**src/rtl/seq_det_pkg.sv**
```systemverilog
// Shared definitions for the programmable sequence detector: FSM encoding,
// default sizes and the length-field width helper.
package seq_det_pkg;

  typedef enum logic [1:0] {
    IDLE = 2'd0,
    FILL = 2'd1,
    RUN  = 2'd2
  } state_t;

  localparam int unsigned DEF_MAX_LEN = 8;
  localparam int unsigned DEF_CNT_W   = 8;

  // Length fields must hold the value MAX_LEN itself, hence the +1.
  function automatic int unsigned seq_det_len_w(input int unsigned max_len);
    return $clog2(max_len) + 1;
  endfunction

endpackage

```
**src/rtl/seq_det_shreg.sv**
```systemverilog
// Qualified history shift register with length-masked pattern compare.
// o_hit_c reports whether history plus the incoming bit matches the pattern.
module seq_det_shreg
  import seq_det_pkg::*;
#(
  parameter  int unsigned MAX_LEN = DEF_MAX_LEN,
  localparam int unsigned LEN_W   = seq_det_len_w(MAX_LEN)
) (
  input  logic               clk,
  input  logic               rst,
  input  logic               i_shift,
  input  logic               i_clr,
  input  logic               i_din,
  input  logic [MAX_LEN-1:0] i_pat,
  input  logic [LEN_W-1:0]   i_len,
  output logic               o_hit_c
);

  logic [MAX_LEN-1:0] r_hist;
  logic [MAX_LEN:0]   w_win;
  logic [MAX_LEN:0]   w_mask;

  assign w_win = {r_hist, i_din};

  // Low i_len bits set; the extra top bit only goes high for an out-of-range
  // length, which never reaches a compare because the FSM stays in IDLE then.
  always_comb begin
    w_mask = '0;
    for (int i = 0; i <= int'(MAX_LEN); i++) begin
      w_mask[i] = (LEN_W'(i) < i_len);
    end
  end

  assign o_hit_c = ((w_win ^ {1'b0, i_pat}) & w_mask) == '0;

  always_ff @(posedge clk) begin
    if (!rst) begin
      r_hist <= '0;
    end else if (i_clr) begin
      r_hist <= '0;
    end else if (i_shift) begin
      r_hist <= w_win[MAX_LEN-1:0];
    end
  end

endmodule

```
**src/rtl/prog_seq_det.sv**
```systemverilog
// Run-time programmable serial sequence detector with registered match pulse.
// Optional saturating match counter enabled by defining SEQ_DET_CNT_EN.
module prog_seq_det
  import seq_det_pkg::*;
#(
  parameter  int unsigned MAX_LEN = DEF_MAX_LEN,
`ifdef SEQ_DET_CNT_EN
  parameter  int unsigned CNT_W   = DEF_CNT_W,
`endif
  localparam int unsigned LEN_W   = seq_det_len_w(MAX_LEN)
) (
  input  logic               clk,
  input  logic               rst,
  input  logic               din_vld,
  input  logic               din,
  input  logic               cfg_wr,
  input  logic [MAX_LEN-1:0] cfg_pat,
  input  logic [LEN_W-1:0]   cfg_len,
  input  logic               cfg_ovl,
  output logic               armed,
  output logic               cfg_err,
`ifdef SEQ_DET_CNT_EN
  output logic [CNT_W-1:0]   match_cnt,
`endif
  output logic               dout
);

  state_t             r_state, w_state_nxt;
  logic [LEN_W-1:0]   r_fill, w_fill_nxt;
  logic [MAX_LEN-1:0] r_pat, w_pat_nxt;
  logic [LEN_W-1:0]   r_len, w_len_nxt;
  logic               r_ovl, w_ovl_nxt;
  logic               r_armed, w_armed_nxt;
  logic               r_cfg_err, w_cfg_err_nxt;
  logic               r_dout, w_dout_nxt;

  logic               w_take;
  logic               w_cfg_ok;
  logic [LEN_W-1:0]   w_fill_inc;
  logic               w_hit_c;
  logic               w_match_c;
  logic               w_hist_clr;
  logic               w_hist_shift;

  // A bit is consumed only when configured and not overridden by cfg_wr.
  assign w_take     = din_vld && !cfg_wr && (r_state != IDLE);
  assign w_cfg_ok   = (cfg_len != '0) && (cfg_len <= LEN_W'(MAX_LEN));
  assign w_fill_inc = (r_fill < r_len) ? LEN_W'(r_fill + 1'b1) : r_len;
  assign w_match_c  = w_take && (w_fill_inc == r_len) && w_hit_c;

  seq_det_shreg #(
    .MAX_LEN (MAX_LEN)
  ) u_shreg (
    .clk     (clk),
    .rst     (rst),
    .i_shift (w_hist_shift),
    .i_clr   (w_hist_clr),
    .i_din   (din),
    .i_pat   (r_pat),
    .i_len   (r_len),
    .o_hit_c (w_hit_c)
  );

  always_ff @(posedge clk) begin
    if (!rst) begin
      r_state   <= IDLE;
      r_fill    <= '0;
      r_pat     <= '0;
      r_len     <= '0;
      r_ovl     <= 1'b0;
      r_armed   <= 1'b0;
      r_cfg_err <= 1'b0;
      r_dout    <= 1'b0;
    end else begin
      r_state   <= w_state_nxt;
      r_fill    <= w_fill_nxt;
      r_pat     <= w_pat_nxt;
      r_len     <= w_len_nxt;
      r_ovl     <= w_ovl_nxt;
      r_armed   <= w_armed_nxt;
      r_cfg_err <= w_cfg_err_nxt;
      r_dout    <= w_dout_nxt;
    end
  end

  always_comb begin
    w_state_nxt   = r_state;
    w_fill_nxt    = r_fill;
    w_pat_nxt     = r_pat;
    w_len_nxt     = r_len;
    w_ovl_nxt     = r_ovl;
    w_cfg_err_nxt = 1'b0;
    w_dout_nxt    = 1'b0;
    w_hist_clr    = 1'b0;
    w_hist_shift  = 1'b0;

    if (cfg_wr) begin
      w_pat_nxt     = cfg_pat;
      w_len_nxt     = cfg_len;
      w_ovl_nxt     = cfg_ovl;
      w_fill_nxt    = '0;
      w_hist_clr    = 1'b1;
      w_state_nxt   = w_cfg_ok ? FILL : IDLE;
      w_cfg_err_nxt = !w_cfg_ok;
    end else if (w_take) begin
      w_dout_nxt = w_match_c;
      // Non-overlapping mode restarts collection from scratch after a match.
      if (w_match_c && !r_ovl) begin
        w_fill_nxt  = '0;
        w_hist_clr  = 1'b1;
        w_state_nxt = FILL;
      end else begin
        w_fill_nxt   = w_fill_inc;
        w_hist_shift = 1'b1;
        w_state_nxt  = (w_fill_inc == r_len) ? RUN : FILL;
      end
    end

    w_armed_nxt = (w_state_nxt != IDLE);
  end

  assign armed   = r_armed;
  assign cfg_err = r_cfg_err;
  assign dout    = r_dout;

`ifdef SEQ_DET_CNT_EN
  logic [CNT_W-1:0] r_match_cnt, w_match_cnt_nxt;

  // Saturating match counter, cleared on every reconfiguration.
  always_comb begin
    w_match_cnt_nxt = r_match_cnt;
    if (cfg_wr) begin
      w_match_cnt_nxt = '0;
    end else if (w_match_c && (r_match_cnt != '1)) begin
      w_match_cnt_nxt = CNT_W'(r_match_cnt + 1'b1);
    end
  end

  always_ff @(posedge clk) begin
    if (!rst) begin
      r_match_cnt <= '0;
    end else begin
      r_match_cnt <= w_match_cnt_nxt;
    end
  end

  assign match_cnt = r_match_cnt;
`endif

endmodule

```
**config.mk**
```make
export PLATFORM = sky130hd
export DESIGN_NAME = prog_seq_det
export DESIGN_NICKNAME = d
export VERILOG_FILES = /design/src/rtl/seq_det_pkg.sv /design/src/rtl/seq_det_shreg.sv /design/src/rtl/prog_seq_det.sv
export SDC_FILE = /design/constraint.sdc
export NUM_CORES = 1
export LEC_CHECK = 0
export CORE_MARGIN = 4
export CORE_UTILIZATION = 35
export DETAILED_ROUTE_END_ITERATION = 12
export PLACE_DENSITY = 0.56
export SETUP_SLACK_MARGIN = 0.02
export SYNTH_ARGS = -nofsm -noshare
export SYNTH_HDL_FRONTEND = slang
export SYNTH_HIERARCHICAL = 1
export SYNTH_SLANG_ARGS = --single-unit
```
**constraint.sdc**
```tcl
create_clock -name clk -period 3.3 [get_ports clk]
set_input_delay 0.99 -clock clk [delete_from_list [all_inputs] [get_ports clk]]
set_output_delay 0.99 -clock clk [all_outputs]
set_load 0.1 [all_outputs]
```
==> results of run 1 <==
==> routing by layer <==
metal | wire length (µm) | part of all wire [%]
met5 | 0 | 0
met4 | 71 | 2.2
met3 | 128 | 3.9
met2 | 1600 | 48
met1 | 1500 | 45
==> sequential cells by signal, indices dropped and copies added (netlist names) <==
name            count
armed               1
cfg_err             1
dout                1
r_fill              4
r_len               4
r_ovl               1
r_pat               8
r_state             2
u_shreg/r_hist      8
==> power groups by stage <==
stage / combinational [mW] / clock (mW) / sequential (mW)
global route: 0.153 / 0.332 / 0.393
global placement: 0.138 / 0 / 0.398
detailed placement: 0.140 / 0 / 0.399
finish: 0.139 / 0.299 / 0.391
floorplan: 0.0879 / 0 / 0.406
CTS: 0.140 / 0.312 / 0.391
==> synthesized netlist by cell type <==
cell       count  area [µm²]
a31oi_1        2        12.5
inv_1          6        22.5
a41oi_1        1        8.76
o21ai_0        2        10.0
a211oi_1       1        7.51
dfxtp_1       30         601
nor4_1         2        12.5
or3_4          1        11.3
ha_1           4        50.1
o21bai_1       1        7.51
nand2_1        9        33.8
or2_2          1        6.26
nand3_1        2        10.0
buf_2          2        10.0
a21oi_2        1        8.76
a32oi_1        1        8.76
nor3_1         7        35.0
nand2b_4       1        13.8
nor2_1        30         113
nand2b_1       4        25.0
or2_1          1        6.26
buf_1          1        3.75
xnor2_1        5        43.8
a2bb2oi_1      1        8.76
o21a_1         1        7.51
buf_6          1        11.3
a2111oi_4      1        27.5
nor3b_1        1        7.51
inv_2          1        3.75
clkbuf_1       2        7.51
xnor3_1        1        22.5
mux2i_1       21         210
nor2b_1        2        12.5
xor2_1         8        70.1
o21ai_1        2        10.0
a21oi_1        7        35.0
o21ai_2        1        8.76
o22ai_1        4        25.0
a21o_1         1        7.51
buf_4          1        7.51
mux2_4         1        15.0
a22oi_1        1        7.51
==> critical path, delay by kind of cell <==
family                 cells  cell delay [ns]
AO/OA/AOI/OAI              3             0.43
XOR/XNOR                   1             0.20
buffers and inverters      1             0.44
AND/OR/NAND/NOR            4             1.11
==> cell families after synthesis <==
kind of cell	Yosys count
and+or+nand+nor	61
DFF	30
AOI/OAI and AO/OA	28
muxes	22
xor gates and xnor gates	14
buffers and inverters	14
adders and majority gates	4
==> through the flow <==
step / power [mW] / instance area, µm² / util, % / setup slack [ns]
6_report: 0.829 / 1900 / 43.6 / 0.290
5_1_grt: 0.878 / 1900 / 43.6 / 0.130
4_1_cts: 0.843 / 1900 / 43.6 / 0.314
3_5_place_dp: 0.538 / 1810 / 41.5 / 0.0339
3_3_place_gp: 0.536 / 1810 / 41.5 / 0.171
2_1_floorplan: 0.494 / 1570 / - / 0.686
==> layout make-up <==
type / count / share of cell area [%]
clock inverters: 1 / 0.264
multi-input cells: 129 / 47.4
clock buffers: 7 / 4.55
inverters: 7 / 1.38
well taps: 52 / 3.43
flip-flops and latches: 30 / 31.6
repair buffers: 23 / 11.3
==> cells in the final DEF, fill, tap and decap left out, types with 2 or more instances in the layout <==
master           instances
dfxtp_1                 30
ha_1                     4
o22ai_1                  4
xnor2_1                  5
nand3_1                  2
clkbuf_8                 6
mux2i_1                 21
a21oi_1                  7
buf_4                    6
clkdlybuf4s50_1         17
o21ai_1                  2
inv_1                    6
nor2b_1                  2
nor4_1                   2
a31oi_1                  2
nor2_1                  30
xor2_1                   8
nand2_1                  9
nand2b_1                 4
o21ai_0                  2
nor3_1                   7
==> path summary, 6_finish.rpt <==
| check | endpoint | from | depth (start not counted) | slack (ns) |
|---|---|---|---|---|
| max | r_fill[3] | din | 9 | 0.29 |
| min | u_shreg/r_hist[7] | u_shreg/r_hist[7] | 2 | 0.51 |
| max reg2reg | r_fill[3] | r_len[0] | 8 | 1.03 |
| min reg2reg | u_shreg/r_hist[7] | u_shreg/r_hist[7] | 2 | 0.51 |
==> run summary, run 1 <==
Hold crit path type -> flip-flop to flip-flop
CP startpoint kind -> input port
Synth Area in Simple Gates -> 18.3%
Seq pwr share -> 47.1%
First-pass GRT wire length -> 5440 µm
I/O Buffers -> 20
Area growth, synth to finish -> 21.2%
Clock tree sinks -> 30
First-pass DRT Iterations -> 4
Lkg Pwr -> 0.749 nW
ANT nets after route -> 0
Hold slack -> 0.505 ns
Worst setup EP type -> flip-flop
Clock power frac -> 36.0%
Syn Inst Count -> 173
Switching Power -> 218 µW
Layout Cells excl Fill -> 249
CTS Buffer Depth -> 2
DIE AREA -> 5610 µm²
P_int -> 611 µW
Critical Path RT -> 3.46 ns
Tmin final -> 3.01 ns
Worst slew margin -> 68.2%
Nets -> 218
Max Freq -> 0.332 GHz
Synth Area in Adders -> 3.19%
Cell Pwr Density -> 437 nW/µm²
Synth Area in Compound Gates -> 12.9%
Footprint of the multi-input gates -> 900 µm²
Max cap viols -> 0
Starting Density -> 36.0%
# setup viols final -> 0
Sw Share -> 26.3%
XOR/XNOR Fraction of Synth Area -> 8.71%
Most Crowded Layer GR -> met2
Initial antenna violation count -> 0
Worst path cell trace -> clkdlybuf4s50_1, xor2_1, nor3_1, a211oi_1, nor4_1, nand2b_1, or3_4, a41oi_1, o22ai_1
Outcome -> completed
Via count -> 1220
Pin count of the biggest net entering global routing -> 19
Post-synthesis sequential area ratio -> 38.3%
Total setup buffers inserted after CTS -> 0
Initial drt markers -> 56
H-Tree Depth -> 2
GR met3 Demand/Resource -> 4.54%
Period Utilization, post-route -> 91.2%
Final WL -> 3300 µm
Post-synthesis mux area share -> 14.4%
GRT Total Usage -> 12.9%
Placed cells -> 241
Met2 usage -> 20.6%
Die Y -> 74.9 µm
Final HPWL DP -> 2510 µm
Yosys warnings -> 6
Avg Cell Area, Syn -> 9.05 µm²
Largest fanout on the critical path -> 3
RSZ-0062 raised after global routing -> no
Row cnt -> 24
Worst slew pin tran -> 0.476 ns
CP peak stage delay -> 0.44 ns
Met1 GRT Util -> 15.2%
Fin. max-slew vios -> 0
Top-level I/O count -> 21
Global route overflow -> 0
DR DRC count -> 0
Clock root buffer -> clkbuf_8
Clock Latency Late Sink -> 0.28 ns
Layout cells sized above 1 -> 10.7%
Reg area -> 601 µm²
Setup TNS -> 0 ns
Peak supply drop -> 0.188 mV
WL/cell -> 13.2 µm
# hold bufs at CTS -> 0
Cell variety after synth -> 42
Vias per cell -> 4.90
RePlAce Congestion -> 0.877
Vias in the first global route -> 1189
Total CTS buffers -> 5
Synthesized area -> 1570 µm²
CTS tree -> done
Largest family of logic cells by synthesized area -> simple AND/OR/NAND/NOR gates
Post-synthesis net count -> 195
CP arrival -> 3.17 ns
# resized after CTS -> 0
Fill cells -> 410
Logic pwr share -> 16.8%
Slowest CP cell -> clkdlybuf4s50_1
Total core area -> 4350 µm²
Antenna Cells -> 0
Clk pin slew, worst setup/hold paths -> 0.06 ns
Clk_skew -> 0.00341 ns
#FFs+latches synth -> 30
Die width -> 74.9 µm
Hold Fails Final Rpt -> 0
Critical path type -> input port to flip-flop
No activity file was read; power rests on OpenSTA's default activity.
==> inputs of run 2 (changes only) <==
Settings changed: CORE_MARGIN 4 to unset.
==> run summary, run 2 (synthesized netlist as in run 1, its figures left out) <==
Placed cells -> 239 (-0.83%)
Clk_skew -> 0.00327 ns (-0.000144 ns)
Hold Fails Final Rpt -> 0 (unchanged)
Lkg Pwr -> 0.744 nW (-0.68%)
Global route overflow -> 0 (unchanged)
Commonest non-fill, non-tap cells in the layout -> nor2_1 (30), dfxtp_1 (30), mux2i_1 (21), clkdlybuf4s50_1 (17), nand2_1 (9)
Via count -> 1255 (+2.9%)
Tmin final -> 2.95 ns (-0.0606 ns)
Nets -> 218 (unchanged)
DR DRC count -> 0 (unchanged)
RePlAce Congestion -> 0.841 (-4.0%)
H-Tree Depth -> 2 (unchanged)
Finished Cell Area -> 1890 µm² (-0.59%)
Period Utilization, post-route -> 89.4% (-1.8 points)
Initial drt markers -> 82 (+46%)
Worst slew margin -> 67.6% (-0.57 points)
Clock root buffer -> clkbuf_8
CTS tree -> done
CP startpoint kind -> input port
Cell Pwr Density -> 434 nW/µm² (-0.65%)
Vias in the first global route -> 1255 (+5.6%)
WL/cell -> 13.7 µm (+3.6%)
Top-level I/O count -> 21 (unchanged)
Row cnt -> 23 (-4.2%)
# hold bufs at CTS -> 0 (unchanged)
Max cap viols -> 0 (unchanged)
Pin count of the biggest net entering global routing -> 19 (unchanged)
CTS Buffer Depth -> 2 (unchanged)
Fill cells -> 423 (+3.2%)
Die Y -> 68.9 µm (-8.0%)
Worst slew pin tran -> 0.485 ns (+0.00853 ns)
Vias per cell -> 5.12 (+4.5%)
GRT Total Usage -> 17.0% (+4.1 points)
CP arrival -> 3.10 ns (-0.07 ns)
Beginning of the critical path -> din
Clk pin slew, worst setup/hold paths -> 0.06 ns (about the same)
Setup TNS -> 0 ns (unchanged)
Footprint of the multi-input gates -> 900 µm² (unchanged)
Total CTS buffers -> 5 (unchanged)
Peak supply drop -> 0.318 mV (+69%)
Max Freq -> 0.339 GHz (+2.1%)
# setup viols final -> 0 (unchanged)
Clock tree sinks -> 30 (unchanged)
Reg2Reg Setup Slack -> 1.00 ns (-0.03 ns)
Clock Latency Late Sink -> 0.28 ns (about the same)
Final WL -> 3360 µm (+1.9%)
Critical path type -> input port to flip-flop
DIE AREA -> 4750 µm² (-15%)
Hold crit path type -> flip-flop to flip-flop
Largest regs -> r_pat: 8 flops, u_shreg/r_hist: 8 flops
Antenna Cells -> 0 (unchanged)
Layout Cells excl Fill -> 245 (-1.6%)
Layout cells sized above 1 -> 10.3% (-0.40 points)
First-pass GRT wire length -> 5800 µm (+6.7%)
Area growth, synth to finish -> 20.4%
Largest fanout on the critical path -> 3 (unchanged)
First-pass DRT Iterations -> 4 (unchanged)
Die width -> 68.9 µm (-8.0%)
Worst setup EP type -> flip-flop
Total core area -> 4140 µm² (-4.8%)
ANT nets after route -> 0 (unchanged)
Placed Instance Area -> 1800 µm² (-0.14%)
Initial antenna violation count -> 0 (unchanged)
Outcome -> completed
# resized after CTS -> 0 (unchanged)
Reg area -> 601 µm² (unchanged)
Hold_sp -> r_fill[1]
Final HPWL DP -> 2560 µm (+2.2%)
Starting Density -> 37.8% (+1.8 points)
Critical Path RT -> 3.45 ns (about the same)
Fin. max-slew vios -> 0 (unchanged)
RSZ-0062 raised after global routing -> no
FF-to-FF Start -> r_len[0]
Total setup buffers inserted after CTS -> 0 (unchanged)
I/O Buffers -> 20 (unchanged)
==> run 2: report_power, final <==
group | switching (mW) | internal [mW] | leakage, nW | total [mW]
logic | 0.0732 | 0.0682 | 0.456 | 0.141
clock network | 0.126 | 0.160 | 0.0431 | 0.286
registers | 0.0156 | 0.375 | 0.245 | 0.391
total | 0.215 | 0.604 | 0.744 | 0.819
==> run 2: metrics by stage <==
stage | setup WS (ns) | power [mW] | utilization (%) | hold slack [ns]
2_1_floorplan | 0.686 | 0.494 | - | 0.460
3_3_place_gp | 0.160 | 0.536 | 43.5 | 0.486
3_5_place_dp | 0.0476 | 0.539 | 43.5 | 0.499
4_1_cts | 0.339 | 0.823 | 45.5 | 0.512
5_1_grt | 0.195 | 0.856 | 45.5 | 0.538
6_report | 0.351 | 0.819 | 45.5 | 0.506
==> run 2: worst paths after layout <==
path               endpoint  cells past startpoint
setup / recovery  r_fill[3]                      9
setup reg to reg  r_fill[3]                      8
hold reg to reg   r_fill[1]                      2
hold / removal    r_fill[1]                      2
==> run 2: final cells by class <==
class / instances / share of cell area, %
Clock buffer: 6 / 4.38
Inverter: 7 / 1.39
Multi-Input combinational cell: 129 / 47.7
Sequential cell: 30 / 31.8
Tap cell: 50 / 3.32
Timing Repair Buffer: 23 / 11.4
==> run 2: layer usage <==
layer / track usage [%] / up-vias / share of wire, %
met3: 4.44 / 7 / 3.1
li1: - / 637 / -
met5: 0 / - / 0
met4: 8.16 / 0 / 2.6
met1: 19.3 / 590 / 44
met2: 29.4 / 21 / 51
==> run 2: critical path, stage by stage <==
cell and delay [ns]:
clkdlybuf4s50_1 0.43, xor2_1 0.20, nor3_1 0.19, a211oi_1 0.07, nor4_1 0.31, nand2b_1 0.13
or3_4 0.41, a41oi_1 0.25, o22ai_1 0.12
